$ cat config.mk
export PLATFORM = sky130hd
export DESIGN_NAME = regfile_wr_arbiter
export DESIGN_NICKNAME = d
export VERILOG_FILES = /design/src/rtl/regfile_wr_arbiter.sv
export SDC_FILE = /design/constraint.sdc
export NUM_CORES = 1
export LEC_CHECK = 0
export BUFFER_PORTS_ARGS = -buffer_cell sky130_fd_sc_hd__buf_4
export CAP_MARGIN = 25
export CORE_ASPECT_RATIO = 0.6
export CORE_MARGIN = 2
export CORE_UTILIZATION = 41
export DETAILED_ROUTE_END_ITERATION = 8
export GPL_TIMING_DRIVEN = 0
export HOLD_SLACK_MARGIN = 0.06
export PLACE_DENSITY = 0.78
export SLEW_MARGIN = 20
export SYNTH_ARGS = -nofsm -noshare
export SYNTH_HDL_FRONTEND = slang
export SYNTH_SLANG_ARGS = --single-unit
$ cat constraint.sdc
create_clock -name clk -period 1.8 [get_ports clk]
set_input_delay 0.27 -clock clk [delete_from_list [all_inputs] [get_ports clk]]
set_output_delay 0.27 -clock clk [all_outputs]
set_load 0.05 [all_outputs]
$ cat src/rtl/regfile_wr_arbiter.sv
// regfile_wr_arbiter
//   Arbitrates the single register-file write port (WE3/A3/WD3) among three
//   writeback requesters: ALU (0), load return (1) and host/debug (2). The
//   winner is registered into a one-deep output stage. Writes to r0 and to
//   addresses at or above NREG are filtered out before they reach the file.
//
//   Build option: define RR_ARB_EN for round-robin selection. Without it,
//   selection is fixed priority, ALU > load > host.
//
//   Ports:
//     clk, rst        clock; asynchronous active-high reset
//     hold            blocks all grants while high
//     req_valid[2:0]  per-requester valid
//     req_ready[2:0]  per-requester ready (one-hot or zero)
//     req_addr        packed addresses, requester i at [i*AW +: AW]
//     req_data        packed data, requester i at [i*DW +: DW]
//     rf_we/wa/wd     register-file write port
//     err_addr        sticky: an out-of-range write was dropped
//     err_clr         synchronous clear of err_addr (set wins)
//     conflict_cnt    saturating count of multi-request cycles with hold=0
module regfile_wr_arbiter #(
  parameter int unsigned DW   = 32,
  parameter int unsigned AW   = 5,
  parameter int unsigned NREG = 8,
  parameter int unsigned CW   = 16
) (
  input  logic            clk,
  input  logic            rst,
  input  logic            hold,
  input  logic [2:0]      req_valid,
  output logic [2:0]      req_ready,
  input  logic [3*AW-1:0] req_addr,
  input  logic [3*DW-1:0] req_data,
  output logic            rf_we,
  output logic [AW-1:0]   rf_wa,
  output logic [DW-1:0]   rf_wd,
  output logic            err_addr,
  input  logic            err_clr,
  output logic [CW-1:0]   conflict_cnt
);

  logic [1:0]    sel;
  logic          any_valid;
  logic          xfer;
  logic [AW-1:0] sel_addr;
  logic [DW-1:0] sel_data;
  logic          addr_zero;
  logic          addr_oob;

  logic          rf_we_q, rf_we_d;
  logic [AW-1:0] rf_wa_q, rf_wa_d;
  logic [DW-1:0] rf_wd_q, rf_wd_d;
  logic          err_q, err_d;
  logic [CW-1:0] cnt_q, cnt_d;

`ifdef RR_ARB_EN
  logic [1:0] last_q, last_d;
  logic [1:0] cand;

  // Search last+1, last+2, last+3 (mod 3); the first valid one wins.
  always_comb begin
    sel       = '0;
    any_valid = 1'b0;
    cand      = '0;
    for (int unsigned k = 1; k <= 3; k++) begin
      cand = 2'((32'(last_q) + k) % 32'd3);
      if (!any_valid && req_valid[cand]) begin
        sel       = cand;
        any_valid = 1'b1;
      end
    end
  end

  always_comb begin
    last_d = last_q;
    if (xfer) last_d = sel;
  end

  always_ff @(posedge clk or posedge rst) begin
    if (rst) last_q <= 2'd2;
    else     last_q <= last_d;
  end
`else
  always_comb begin
    sel       = '0;
    any_valid = 1'b1;
    if (req_valid[0])      sel = 2'd0;
    else if (req_valid[1]) sel = 2'd1;
    else if (req_valid[2]) sel = 2'd2;
    else                   any_valid = 1'b0;
  end
`endif

  // Ready is forced low during reset so nothing is accepted into a stage
  // that is being cleared.
  assign xfer      = any_valid && !hold && !rst;
  assign req_ready = xfer ? (3'b001 << sel) : '0;

  always_comb begin
    sel_addr = '0;
    sel_data = '0;
    case (sel)
      2'd0:    begin sel_addr = req_addr[0*AW +: AW]; sel_data = req_data[0*DW +: DW]; end
      2'd1:    begin sel_addr = req_addr[1*AW +: AW]; sel_data = req_data[1*DW +: DW]; end
      2'd2:    begin sel_addr = req_addr[2*AW +: AW]; sel_data = req_data[2*DW +: DW]; end
      default: begin sel_addr = '0; sel_data = '0; end
    endcase
  end

  assign addr_zero = (sel_addr == '0);
  assign addr_oob  = (32'(sel_addr) >= NREG);

  always_comb begin
    rf_we_d = xfer && !addr_zero && !addr_oob;
    rf_wa_d = rf_wa_q;
    rf_wd_d = rf_wd_q;
    if (xfer) begin
      rf_wa_d = sel_addr;
      rf_wd_d = sel_data;
    end
  end

  always_comb begin
    err_d = err_q;
    if (xfer && addr_oob) err_d = 1'b1;
    else if (err_clr)     err_d = 1'b0;
  end

  always_comb begin
    cnt_d = cnt_q;
    if (!hold && ($countones(req_valid) >= 2) && (cnt_q != '1))
      cnt_d = cnt_q + CW'(1);
  end

  always_ff @(posedge clk or posedge rst) begin
    if (rst) begin
      rf_we_q <= 1'b0;
      rf_wa_q <= '0;
      rf_wd_q <= '0;
      err_q   <= 1'b0;
      cnt_q   <= '0;
    end else begin
      rf_we_q <= rf_we_d;
      rf_wa_q <= rf_wa_d;
      rf_wd_q <= rf_wd_d;
      err_q   <= err_d;
      cnt_q   <= cnt_d;
    end
  end

  assign rf_we        = rf_we_q;
  assign rf_wa        = rf_wa_q;
  assign rf_wd        = rf_wd_q;
  assign err_addr     = err_q;
  assign conflict_cnt = cnt_q;

endmodule

==> results of run 1 <==
## critical path, delay by kind of cell, from the launching register on
family                     cells  cell delay, ns
and+or+nand+nor                2            0.50
DFF                            1            0.42
muxes                          1            0.31
AOI/OAI and AO/OA              1            0.21
adders and majority gates      1            0.17
## per-layer routing
layer / GRT usage, % / routed length, um / vias to the layer above
met4: 2.677 / 35 / 0
met1: 34.31 / 5044 / 1694
met2: 42.13 / 5127 / 165
li1: - / - / 1691
met5: 0 / 0 / -
met3: 5.189 / 793 / 2
## cell type report
class,count,area (um2)
well taps,104,130.1
flip-flops and latches,55,1394
plain buffers,25,130.1
fillers,639,2552
clock buffers,7,132.6
clock inverters,1,5.005
multi-input cells,286,1730
repair buffers,177,1329
inverters,3,13.76
## logic make-up (layout without fill, tap and decap cells)
group	count (synthesis)	count (layout)	share of synthesized area, %
buffers and inverters	30	213	4.646
DFF	55	55	42.95
AOI/OAI and AO/OA	112	112	22.57
muxes	3	3	1.015
xor gates and xnor gates	13	13	3.553
adders and majority gates	2	2	0.7808
and+or+nand+nor	156	156	24.48
## sequential cells by signal, summed over array words and instances, names as in the netlist
signal / cells
rf_wd: 32
rf_we: 1
rf_wa: 5
err_addr: 1
conflict_cnt: 16
## worst max path at each step
stage                                   to  depth (start not counted)       startpoint
after floorplan            conflict_cnt[1]                          5  conflict_cnt[0]
after global placement     conflict_cnt[2]                          2              rst
after detailed placement         rf_wd[10]                          6     req_valid[2]
after CTS                 conflict_cnt[10]                          5  conflict_cnt[2]
after global routing      conflict_cnt[15]                          7  conflict_cnt[1]
final                      conflict_cnt[1]                          5  conflict_cnt[1]
## power by group through the flow
stage,logic [mW],clock network (mW),registers [mW]
finish,1.96,0.915,1.63
floorplan,0.475,0,2.34
CTS,1.91,0.933,1.64
detailed placement,1.90,0,1.66
global route,2.07,0.990,1.66
global placement,1.87,0,1.64
## stage by stage
step	instances	setup WS, ns	instance area (um2)
2_1_floorplan	371	-0.05337	3263
3_3_place_gp	649	-0.7306	4700
3_5_place_dp	649	-0.1824	4702
4_1_cts	655	0.04964	4832
5_1_grt	658	0.01141	4865
6_report	658	0.08046	4865
## what timing repair did
action | CTS | global route
setup endpoints to repair | 2 | 18
buffers inserted | 0 | 3
gates resized for setup | 0 | 2
cloned | 0 | 0
endpoints found under the hold margin | 0 | 0
## cell usage in the layout (no fill, tap or decap), types with 3 or more instances in the layout
master     instances
nor2_1            41
nand3_1            7
buf_4            179
nor2b_1           30
buf_2              5
nand2_1           50
a21oi_1           30
clkbuf_1          17
a221oi_1          31
dfrtp_1           41
nand3_2            3
o21ai_0           16
dfrtp_2           14
buf_6              3
nand2b_1           6
and3_1             3
o311ai_0           3
xor2_1             4
xnor2_1            9
a22oi_1            4
o21ai_1           21
clkbuf_16          5
==> results.json, run 1 <==
{
  "vias_per_cell": 5.398,
  "whs_ns": 0.1407,
  "htree_levels": 2,
  "detail-route-antenna-nets": 0,
  "crit_fanout": 5,
  "worstSetupPathType": "reg2reg",
  "worst_setup_path_start_kind": "flip-flop",
  "drt_first_iter_violations": 194,
  "syn_area_per_cell_um2": 8.637,
  "syn_inst": 371,
  "timing.fmax_mhz": 581.6,
  "post-route-min-period_ns": 1.720,
  "power_density_mw_per_mm2": 925.8,
  "netlist_top_cells_area": "dfrtp_1 43%, a221oi_1 8.5%, nand2_1 6.0%",
  "start_util_pct": 43.20,
  "drt_wl_total_um": 11000,
  "worstSetupEndpointType": "flip-flop",
  "die_w_um": 118.1,
  "synth_top_area_cell": "dfrtp_1",
  "grt_max_degree": 56,
  "port_buffers": 174,
  "worst_slew_pin_slew_ns": 0.6666,
  "hold_viol": 0,
  "tns_ns": 0,
  "power_frac_seq_pct": 36.1,
  "grt_pass1_vias": 3294,
  "grt_first_pass_wirelength_um": 16820,
  "status": "complete, no violations",
  "max_slew_margin_pct": 55.56,
  "diodes": 0,
  "post-dp-hpwl_um": 8589,
  "core-area_mm2": 0.007417,
  "syn_nets": 491,
  "rsz0062_at_grt": "false",
  "cp.required_ns": 1.96,
  "globalRouteOverflowTotal": 0,
  "grt_use_total_pct": 24.86,
  "synth_flop_cell": "dfrtp_1",
  "rows": 24,
  "syn_area_mm2": 0.003204,
  "worstHoldPathType": "in2async",
  "ir_drop_v": 0.0005979,
  "switchingPower_mw": 1.817,
  "power_frac_comb_pct": 43.6,
  "clock_sinks": 55,
  "swShare_pct": 40.34,
  "root_buffer": "clkbuf_16",
  "fin_util_pct": 65.59,
  "p_total_mw": 4.503,
  "slowest_delay_ns": 0.42,
  "synth_common_cells": "55 x dfrtp_1, 51 x nand2_1, 41 x nor2_1",
  "cts_hold_buf": 0,
  "cp_slowest_cell": "dfrtp_2",
  "leakage_nw": 2.280,
  "wire_per_inst_um": 16.72,
  "worstSkewPairLatency_ns": 0.28,
  "final_nets": 673,
  "grt_antenna_before_repair": 0,
  "syn_to_final_growth_pct": 51.82,
  "fin_worst_skew_ns": 0.005162,
  "clkTransAtPathRegs_ns": 0.07,
  "cp_cell_sequence": "ha_4, nand4_4, or3_4, o21ai_4, mux2_4",
  "die_y_um": 72.48,
  "synth_top_area_share_pct": 42.95,
  "arrival_ns": 1.88,
  "drt_first_pass_iters": 5,
  "p_int_mw": 2.687,
  "ios": 176,
  "reg2reg_slack_ns": 0.08,
  "reg2reg_to": "conflict_cnt[1]",
  "ys_seq_area_share_pct": 42.95,
  "maxCapViolCount": 0,
  "crit-reg2reg-launch": "conflict_cnt[1]",
  "async_flop_share_pct": 100.0,
  "clockPowerShare_pct": 20.3,
  "tritoncts": "built",
  "period_share_pct": 95.53,
  "clockBufferDepth": 2,
  "vias": 3552,
  "synth-edff-count": 0,
  "yosys_warnings": 0,
  "drv_slew": 0,
  "ys_seq_elements": 55,
  "gp_congestion": 0.8615,
  "die_area_mm2": 0.008562,
  "layout-drive-gt1-share_pct": 40.43,
  "finalSetupViolCount": 0,
  "cts_buffers": 5,
  "yosysMostFrequentCell": "dfrtp_1",
  "ys_types": 42,
  "reg2regPathDepth": 5,
  "drc": 0
}
(Power assumes the default switching activity.)
==> run 2, diff against run 1 <==
--- a/config.mk
+++ b/config.mk
@@ -9,11 +9,11 @@
 export CAP_MARGIN = 25
 export CORE_ASPECT_RATIO = 0.6
 export CORE_MARGIN = 2
-export CORE_UTILIZATION = 41
+export CORE_UTILIZATION = 35
 export DETAILED_ROUTE_END_ITERATION = 8
 export GPL_TIMING_DRIVEN = 0
 export HOLD_SLACK_MARGIN = 0.06
-export PLACE_DENSITY = 0.78
+export PLACE_DENSITY = 0.68
 export SLEW_MARGIN = 20
 export SYNTH_ARGS = -nofsm -noshare
 export SYNTH_HDL_FRONTEND = slang
==> results.json, run 2 (same netlist as run 1, synthesis figures left out) <==
{
  "cp.required_ns": 1.98,
  "grt_pass1_vias": 3581,
  "tns_ns": 0,
  "start_util_pct": 36.89,
  "globalRouteOverflowTotal": 0,
  "clockBufferDepth": 2,
  "gp_congestion": 0.8928,
  "grt_max_degree": 56,
  "worst_slew_pin_slew_ns": 0.6941,
  "tritoncts": "built",
  "cp.buffers_inverters": 0,
  "fin_worst_skew_ns": 0.001928,
  "placed_area_mm2": 0.004712,
  "core-area_mm2": 0.008686,
  "power_density_mw_per_mm2": 953.1,
  "root_buffer": "clkbuf_16",
  "die_y_um": 78.12,
  "die_area_mm2": 0.009962,
  "reg2reg_to": "conflict_cnt[1]",
  "layout-drive-gt1-share_pct": 41.05,
  "cp_cell_sequence": "ha_4, nand4_4, or3_4, o21ai_4, mux2_4",
  "final_common_cell": "buf_4",
  "layout_common_cells": "178 x buf_4, 50 x nand2_1, 41 x nor2_1, 41 x dfrtp_1, 31 x a221oi_1",
  "syn_to_final_growth_pct": 53.07,
  "ios": 176,
  "vias": 3545,
  "worstSetupPathType": "reg2reg",
  "crit-reg2reg-launch": "conflict_cnt[1]",
  "arrival_ns": 1.94,
  "worst_slack_ns": 0.03765,
  "maxCapViolCount": 0,
  "drv_slew": 0,
  "post-route-min-period_ns": 1.762,
  "drt_wl_total_um": 11820,
  "detail-route-antenna-nets": 0,
  "numPlacedInstances": 657,
  "grt_antenna_before_repair": 0,
  "finalSetupViolCount": 0,
  "clock_sinks": 55,
  "period_share_pct": 97.91,
  "timing.fmax_mhz": 567.4,
  "post-dp-hpwl_um": 9017,
  "worstHoldPathType": "in2async",
  "die_w_um": 127.5,
  "port_buffers": 174,
  "fin_util_pct": 56.47,
  "layoutNonFillerInstCount": 665,
  "crit_fanout": 5,
  "reg2regPathDepth": 5,
  "cp.depth": 5,
  "whs_ns": 0.1355,
  "grt_use_total_pct": 23.47,
  "grt_first_pass_wirelength_um": 18720,
  "hold_viol": 0,
  "ir_drop_v": 0.0007087,
  "htree_levels": 2,
  "clkTransAtPathRegs_ns": 0.07,
  "wire_per_inst_um": 17.78,
  "max_slew_margin_pct": 53.73,
  "rsz0062_at_grt": "true",
  "final_nets": 672,
  "worstSetupEndpointType": "flip-flop",
  "post-place-ws_ns": -0.1980,
  "final_design_area_no_fill_mm2": 0.004905,
  "p_total_mw": 4.675,
  "worstSkewPairLatency_ns": 0.29,
  "drc": 0,
  "worst_setup_path_start_kind": "flip-flop",
  "status": "complete, no violations",
  "critical-path-top-delay-family": "simple AND/OR/NAND/NOR gates",
  "diodes": 0,
  "slowest_delay_ns": 0.43,
  "drt_first_pass_iters": 4,
  "cts_buffers": 5,
  "drt_first_iter_violations": 249,
  "leakage_nw": 2.294,
  "largest_reg_flops": 32,
  "rows": 26,
  "cp_slowest_cell": "dfrtp_2",
  "vias_per_cell": 5.331,
  "reg2reg_slack_ns": 0.04,
  "num-fill-cells": 783
}
-- run 2: changes by cell type in the layout (fill, tap and decap cells not counted) --
cell,before,now
clkbuf_2,0,1
clkbuf_1,17,14
bufinv_16,0,1
nor3b_2,0,1
clkinv_4,0,1
buf_4,179,178
nor3b_1,1,0
-- run 2: worst max-delay path by stage --
stage / from / end / slack [ns]
after global placement: rst / conflict_cnt[3] / -0.80
after global routing: conflict_cnt[1] / conflict_cnt[1] / -0.01
final: conflict_cnt[1] / conflict_cnt[1] / 0.04
after detailed placement: req_valid[0] / req_ready[0] / -0.20
after floorplan: conflict_cnt[0] / conflict_cnt[1] / -0.05
after CTS: conflict_cnt[0] / conflict_cnt[1] / 0.05
-- run 2: repair_timing --
action                                  in CTS  in global routing
hold buffers                                 0                  0
endpoints found under the setup margin       2                 10
gates resized for setup                      0                  5
setup buffers                                0                  2
pin swaps                                    0                  0
-- run 2: report_power, final --
| part | total [mW] | switching (mW) | internal (mW) | leakage [nW] |
|---|---|---|---|---|
| combinational | 1.94 | 1.23 | 0.706 | 1.53 |
| sequential | 1.64 | 0.189 | 1.45 | 0.677 |
| clock | 1.10 | 0.443 | 0.657 | 0.0838 |
-- run 2: cell type report --
type	count	area, um2	area share [%]
Inverter	3	13.76	0.2806
Timing Repair Buffer	176	1321	26.94
Clock buffer	5	125.1	2.551
Multi-Input combinational cell	286	1735	35.38
Sequential cell	55	1394	28.42
Buffer	25	131.4	2.679
Tap cell	112	140.1	2.857
Clock inverter	3	43.79	0.8929
-- run 2: worst register-to-register path: stages (launching register included) --
cell and delay, ns:
dfrtp_2 0.43, ha_4 0.17, nand4_4 0.12, or3_4 0.39
o21ai_4 0.22, mux2_4 0.32
-- run 2: per-layer routing --
layer,wire [um],vias up,GRT usage (%)
li1,-,1684,-
met1,5662,1708,32.98
met2,5232,144,37.22
met3,832,9,5.590
met4,96,0,4.505
met5,0,-,0
==> run 3, diff against run 2 <==
--- a/config.mk
+++ b/config.mk
@@ -14,6 +14,7 @@
 export GPL_TIMING_DRIVEN = 0
 export HOLD_SLACK_MARGIN = 0.06
 export PLACE_DENSITY = 0.68
+export SETUP_SLACK_MARGIN = 0.5
 export SLEW_MARGIN = 20
 export SYNTH_ARGS = -nofsm -noshare
 export SYNTH_HDL_FRONTEND = slang
==> results.json, run 3 (same netlist as run 1, synthesis figures left out) <==
{
  "status": "complete, no violations",
  "start_util_pct": 36.89,
  "largest_reg_flops": 32,
  "detail-route-antenna-nets": 0,
  "power_frac_seq_pct": 31.4,
  "busiest_layer": "met2",
  "grt_use_met3_pct": 7.021,
  "final_common_cell": "buf_4",
  "worstSetupPathType": "reg2reg",
  "numPlacedInstances": 659,
  "worstHoldPathType": "in2reg",
  "core-area_mm2": 0.008686,
  "power_density_mw_per_mm2": 868.6,
  "diodes": 0,
  "crit_fanout": 4,
  "critical-path-top-delay-family": "simple AND/OR/NAND/NOR gates",
  "drt_first_iter_violations": 210,
  "clock_sinks": 55,
  "rows": 26,
  "arrival_ns": 1.85,
  "leakage_nw": 2.751,
  "layoutNonFillerInstCount": 710,
  "swShare_pct": 39.18,
  "post-dp-hpwl_um": 9275,
  "tritoncts": "built",
  "vias": 3795,
  "maxCapViolCount": 0,
  "grt_first_pass_wirelength_um": 19650,
  "worstSkewPairLatency_ns": 0.29,
  "drt_first_pass_iters": 4,
  "met2_usage_pct": 40.91,
  "fin_util_pct": 68.45,
  "die_area_mm2": 0.009962,
  "drc": 0,
  "post-place-ws_ns": -0.1598,
  "layout-drive-gt1-share_pct": 57.53,
  "grt_use_total_pct": 24.81,
  "ios": 176,
  "gp_congestion": 0.8660,
  "timing.fmax_mhz": 592.0,
  "finalSetupViolCount": 0,
  "htree_levels": 2,
  "globalRouteOverflowTotal": 0,
  "drt_wl_total_um": 13200,
  "grtUsageMet1_pct": 33.58,
  "cp_slowest_cell": "or3_4",
  "root_buffer": "clkbuf_16",
  "die_y_um": 78.12,
  "syn_to_final_growth_pct": 85.55,
  "die_w_um": 127.5,
  "reg2regPathDepth": 5,
  "grt_antenna_before_repair": 0,
  "grt_max_degree": 25,
  "final_nets": 717,
  "layout_common_cells": "197 x buf_4, 50 x nand2_1, 40 x dfrtp_1",
  "grt_pass1_vias": 3733,
  "num-fill-cells": 674,
  "max_slew_margin_pct": 67.39,
  "p_int_mw": 3.141,
  "drv_slew": 0,
  "rsz0062_at_grt": "true",
  "clkTransAtPathRegs_ns": 0.07,
  "cp.buffers_inverters": 0,
  "port_buffers": 174,
  "worst_slew_pin_slew_ns": 0.4891,
  "cp_cell_sequence": "ha_4, nand4_4, or3_4, o21ai_4, mux2_4",
  "clockBufferDepth": 2,
  "cts_buffers": 5,
  "whs_ns": 0.1569,
  "hold_viol": 0,
  "worstSetupEndpointType": "flip-flop",
  "power_frac_comb_pct": 47.0,
  "slowest_delay_ns": 0.43,
  "fin_worst_skew_ns": 0.009551,
  "wire_per_inst_um": 18.58,
  "holdPathStages": 2,
  "worst_setup_path_start_kind": "flip-flop",
  "vias_per_cell": 5.345,
  "clockPowerShare_pct": 21.6,
  "cp.required_ns": 1.96,
  "cp.depth": 5,
  "post-route-min-period_ns": 1.689,
  "period_share_pct": 93.85,
  "ir_drop_v": 0.0005638,
  "switchingPower_mw": 2.023,
  "worst_slack_ns": 0.1107
}
run 3: cell types whose count changed in the layout (fill, tap and decap cells not counted), sizes merged:
cell	change
inv	-1
clkinv	-1
dlygate4sd3	+1
clkbuf	+2
clkinvlp	+1
buf	+43
run 3: power by group through the flow:
stage          Combinational (mW)  Clock [mW]  Sequential, mW
2_1_floorplan               0.490           0            2.35
3_3_place_gp                 1.90           0            1.65
3_5_place_dp                 1.94           0            1.67
4_1_cts                      2.17        1.14            1.61
5_1_grt                      2.57        1.19            1.65
6_report                     2.43        1.11            1.62
run 3: path summary, 6_finish.rpt:
path                                          to  slack (ns)        startpoint
worst min register to register  conflict_cnt[15]        0.48  conflict_cnt[15]
worst max register to register   conflict_cnt[1]        0.11   conflict_cnt[0]
max in group asynchronous        conflict_cnt[8]        0.58               rst
min in group asynchronous              rf_wd[26]        0.61               rst
worst max-delay path             conflict_cnt[1]        0.11   conflict_cnt[0]
worst min-delay path                    err_addr        0.16           err_clr
run 3: timing repair:
item,CTS,global route
hold buffers,1,0
endpoints found under the setup margin,52,64
cloned,0,2
gates resized for setup,51,99
buffers inserted,31,9
pin swaps,14,28
hold endpoints to repair,9,0
run 3: metal layers:
metal / vias up / part of all wire [%] / wire length [um]
met3: 8 / 8.3 / 1089
met2: 154 / 46 / 6061
li1: 1780 / - / -
met4: 0 / 0.98 / 129
met1: 1853 / 45 / 5914
met5: - / 0 / 0
run 3: cell type report:
type / instances / area [um2] / share of cell area (%)
multi-input combinational: 286 / 2141 / 36.01
timing repair buffer: 219 / 1818 / 30.58
sequential: 55 / 1395 / 23.46
buffer: 27 / 262.8 / 4.419
tap: 112 / 140.1 / 2.357
clock buffer: 6 / 138.9 / 2.336
clock inverter: 2 / 35.03 / 0.5892
inverter: 3 / 15.01 / 0.2525
run 3: through the flow:
stage               power, mW  area, um2  TNS (ns)
CTS                     4.919       5474         0
finish                  5.164       5946         0
detailed placement      3.605       4821   -0.2185
global placement        3.552       4773   -0.1465
floorplan               2.837       3327   -0.1716
global route            5.407       5946         0
